### src/rtl/pipe_adder.sv
// Pipelined two's-complement adder/subtractor: WIDTH bits split into STAGES
// slices, one slice per clock, carry registered between slices.
module pipe_adder #(
   parameter int WIDTH  = 32,
   parameter int STAGES = 4
) (
   input  logic             clk,
   input  logic             rst_n,
   input  logic             in_valid,
   output logic             in_ready,
   input  logic [WIDTH-1:0] a,
   input  logic [WIDTH-1:0] b,
   input  logic             c_in,
   input  logic             sub,
   output logic             out_valid,
   input  logic             out_ready,
   output logic [WIDTH-1:0] sum,
   output logic             c_out,
   output logic             ovf
);

   localparam int C = WIDTH / STAGES;
   localparam int L = STAGES - 1;

   logic [WIDTH-1:0]  a_q   [STAGES];
   logic [WIDTH-1:0]  b_q   [STAGES];
   logic [WIDTH-1:0]  s_q   [STAGES];
   logic [STAGES-1:0] v_q;
   logic [STAGES-1:0] cy_q;
   logic              cm_q;

   logic [WIDTH-1:0]  a_src [STAGES];
   logic [WIDTH-1:0]  b_src [STAGES];
   logic [WIDTH-1:0]  s_src [STAGES];
   logic [WIDTH-1:0]  s_nxt [STAGES];
   logic [C:0]        slice [STAGES];
   logic [STAGES-1:0] v_src;
   logic [STAGES-1:0] c_src;
   logic [STAGES-1:0] cy_nxt;
   logic              cm_nxt;
   logic              stall;

   // A full output register with no taker freezes the entire pipe, bubbles included.
   assign stall    = v_q[L] & ~out_ready;
   assign in_ready = ~stall;

   for (genvar k = 0; k < STAGES; k++) begin : g_stage
      if (k == 0) begin : g_head
         // Subtraction is folded in at capture so every slice is a plain add.
         assign a_src[k] = a;
         assign b_src[k] = sub ? ~b : b;
         assign c_src[k] = sub ? 1'b1 : c_in;
         assign s_src[k] = '0;
         assign v_src[k] = in_valid;
      end else begin : g_body
         assign a_src[k] = a_q[k-1];
         assign b_src[k] = b_q[k-1];
         assign c_src[k] = cy_q[k-1];
         assign s_src[k] = s_q[k-1];
         assign v_src[k] = v_q[k-1];
      end

      assign slice[k] = {1'b0, a_src[k][k*C +: C]}
                      + {1'b0, b_src[k][k*C +: C]}
                      + {{C{1'b0}}, c_src[k]};

      // Bits at and above slice k of s_src are always zero, so OR merges the new slice.
      assign s_nxt[k]  = s_src[k] | (WIDTH'(slice[k][C-1:0]) << (k*C));
      assign cy_nxt[k] = slice[k][C];
   end

   // Carry into the MSB recovered from the MSB sum bit: s = a ^ b ^ cin.
   assign cm_nxt = a_src[L][WIDTH-1] ^ b_src[L][WIDTH-1] ^ s_nxt[L][WIDTH-1];

   always_ff @(posedge clk or negedge rst_n) begin
      if (!rst_n) begin
         a_q  <= '{default: '0};
         b_q  <= '{default: '0};
         s_q  <= '{default: '0};
         v_q  <= '0;
         cy_q <= '0;
         cm_q <= 1'b0;
      end else if (!stall) begin
         a_q  <= a_src;
         b_q  <= b_src;
         s_q  <= s_nxt;
         v_q  <= v_src;
         cy_q <= cy_nxt;
         cm_q <= cm_nxt;
      end
   end

   assign out_valid = v_q[L];
   assign sum       = s_q[L];
   assign c_out     = cy_q[L];
   assign ovf       = cm_q ^ cy_q[L];

endmodule

### config.mk
export PLATFORM = sky130hd
export DESIGN_NAME = pipe_adder
export DESIGN_NICKNAME = d
export VERILOG_FILES = /design/src/rtl/pipe_adder.sv
export SDC_FILE = /design/constraint.sdc
export NUM_CORES = 1
export LEC_CHECK = 0
export BUFFER_PORTS_ARGS = -buffer_cell sky130_fd_sc_hd__buf_2
export CAP_MARGIN = 5
export CORE_ASPECT_RATIO = 1.5
export CORE_MARGIN = 3
export CORE_UTILIZATION = 45
export DETAILED_ROUTE_END_ITERATION = 10
export HOLD_SLACK_MARGIN = 0.02
export PLACE_DENSITY = 0.7
export SKIP_CTS_REPAIR_TIMING = 1
export SKIP_LAST_GASP = 1
export SLEW_MARGIN = 20
export SYNTH_ARGS = -nofsm -noshare
export SYNTH_HDL_FRONTEND = slang
export SYNTH_SLANG_ARGS = --single-unit
### constraint.sdc
create_clock -name clk -period 2.2 [get_ports clk]
set_input_delay 0.66 -clock clk [delete_from_list [all_inputs] [get_ports clk]]
set_output_delay 0.66 -clock clk [all_outputs]
set_load 0.02 [all_outputs]
==> impl_metrics.json <==
{
  "status": "complete, no violations",
  "p_leak_nw": 5.02,
  "synth_edf_count": 0,
  "fin_crit_ns": 2.16,
  "ys.flop_type": "dfrtp_1",
  "cp.required_ns": 2.50,
  "grt_pass1_wl_um": 27800,
  "rows": 60,
  "hpwl_um": 11000,
  "grt_usage_pct": 17.4,
  "syn_to_final_growth_pct": 18.5,
  "endpoint_kind": "register",
  "fp.dieH_um": 172,
  "utilization_pct": 54.5,
  "seq_area_frac_synth_pct": 55.9,
  "path_class": "in -> reg",
  "first_pass_iters": 4,
  "multi_input_area_sq_um": 3500,
  "finalHoldViolations": 0,
  "path_cells": "buf_8 > or2_4 > fa_2 > inv_2 > fa_2 > nor2b_4 > o31a_1 > o31a_1 > o21ai_1 > a21oi_1",
  "gp_congestion": 0.809,
  "timing.final.crit_share_pct": 98.0,
  "cts_htree_levels": 4,
  "n_antenna_cell": 0,
  "cts_buffers": 17,
  "path_clk_slew_ns": 0.07,
  "grt_max_degree": 149,
  "r2r_setup_slack_ns": 0.07,
  "final_cell_mix": "nand2_1 (437), dfrtp_1 (185), buf_2 (103)",
  "grt_pass1_vias": 5848,
  "min_path_type": "in -> async",
  "wl_per_cell_um": 13.2,
  "grt_overflow": 0,
  "antenna_found_initial": 0,
  "max_freq_mhz": 464,
  "drc": 0,
  "initial_utilization_pct": 46.0,
  "syn_nets": 1017,
  "clockBufferDepth": 2,
  "cellPowerDensity_nw_per_um2": 1440,
  "cts.sinks": 185,
  "worstSkewPairLatency_ns": 0.43,
  "num_vias": 6060,
  "cp_max_fo": 3,
  "worst_slack_ns": 0.0432,
  "slew_headroom_pct": 58.8,
  "drt_iter0_drc": 307,
  "ys_warn_count": 0,
  "wl_um": 16400,
  "syn_inst": 911,
  "slew_viol_final": 0,
  "worstMarginPinSlew_ns": 0.618,
  "core-area_sq_um": 18000,
  "ys_async_sr_fraction_pct": 100,
  "via_per_inst": 4.87,
  "synth_area_sq_um": 8290,
  "avgSynthCellArea_sq_um": 9.10,
  "num_io_pins": 106,
  "die_w_um": 117,
  "maxCapViolCount": 0,
  "die_area_sq_um": 20100,
  "synth.distinct_cells": 34,
  "seqCellArea_sq_um": 4630,
  "layout-drive-gt1-share_pct": 17.6,
  "dpl_worst_slack_ns": -0.484,
  "ys_ff_latch": 185,
  "slowest_stage": "fa_2",
  "placedInstanceArea_sq_um": 9180,
  "peakVddDrop_mv": 0.707,
  "worstSetupStartpointType": "primary input",
  "skew_ns": 0.0102,
  "n_fill_cell": 1671,
  "clockRootBuffer": "clkbuf_16",
  "cpPeakStageDelay_ns": 0.35,
  "nNetsFinal": 1121,
  "rsz0062_at_grt": "yes",
  "ant_nets": 0,
  "design_area_sq_um": 9820,
  "setup-violations-final": 0,
  "portBuffers": 105,
  "layout_commonest_cell": "nand2_1",
  "cp.arrival_ns": 2.46,
  "cts_tree": "yes",
  "power_mw": 14.1
}
==> sequential cells by signal, indices dropped and copies added, names as in the netlist <==
signal  cells
b_q        48
sum        32
cy_q        4
s_q        48
v_q         4
cm_q        1
a_q        48
==> area by class of cell <==
class                      count  share of cell area, %
multi-input combinational    673                   35.6
clock buffer                  17                   4.33
sequential                   185                   47.2
timing repair buffer         130                   8.22
inverter                       8                  0.331
clock inverter                15                   1.57
tap                          217                   2.77
==> cells by family (layout without fill, tap and decap cells) <==
logic type	count (synthesis)	after routing	share of synthesized area [%]
simple gates	472	472	22.0
flops	185	185	55.9
compound gates	118	118	8.35
buf+inv	53	170	2.67
xor+xnor	47	47	4.97
fa+ha+maj	36	36	6.16
==> layer usage <==
layer | up-vias | GRT usage [%] | wire, um
met1 | 2815 | 23.3 | 7230
met3 | 12 | 3.40 | 534
li1 | 3136 | - | -
met4 | 0 | 6.19 | 251
met2 | 97 | 28.1 | 8420
met5 | - | 0 | 0
==> path summary, 6_finish.rpt <==
path | startpoint | end | cells past startpoint
worst min register to register | sum[16] | sum[16] | 2
worst max register to register | a_q[80] | s_q[54] | 7
worst max-delay path | sub | cy_q[0] | 10
max in group asynchronous | rst_n | s_q[102] | 2
min in group clk | a[27] | a_q[123] | 3
worst min-delay path | rst_n | a_q[118] | 1
==> critical path: cells and delay by family <==
family	cells	cell delay [ns]
adder cells (fa/ha/maj)	2	0.57
AND/OR/NAND/NOR	2	0.28
buffers and inverters	2	0.17
AO/OA/AOI/OAI	4	0.77
==> power by group <==
| group | switching, mW | internal [mW] | leakage [nW] |
|---|---|---|---|
| logic | 3.21 | 2.25 | 2.51 |
| clock network | 1.42 | 1.51 | 0.274 |
| registers | 0.839 | 4.92 | 2.23 |
| total | 5.47 | 8.68 | 5.02 |
==> cell usage after synthesis (all sizes together), types with 8 or more instances <==
master	number	share of area, %
xor2	17	1.8
dfrtp	185	56
nor2	18	0.82
fa	8	1.9
buf	21	1.2
o21ai	60	3.6
clkbuf	24	1.1
a211oi	11	1.0
nand2	437	20
a21oi	17	1.0
xnor2	30	3.2
ha	28	4.2
a21o	8	0.72
==> through the flow <==
step | cells | setup TNS (ns) | hold slack (ns)
3_3_place_gp | 1213 | -1.71 | 0.446
4_1_cts | 1245 | -0.324 | 0.163
5_1_grt | 1245 | -0.0282 | 0.171
6_report | 1245 | 0 | 0.163
2_1_floorplan | 911 | -1.71 | 0.364
3_5_place_dp | 1213 | -2.12 | 0.450
Note: power is estimated with default switching activity, not from simulation.
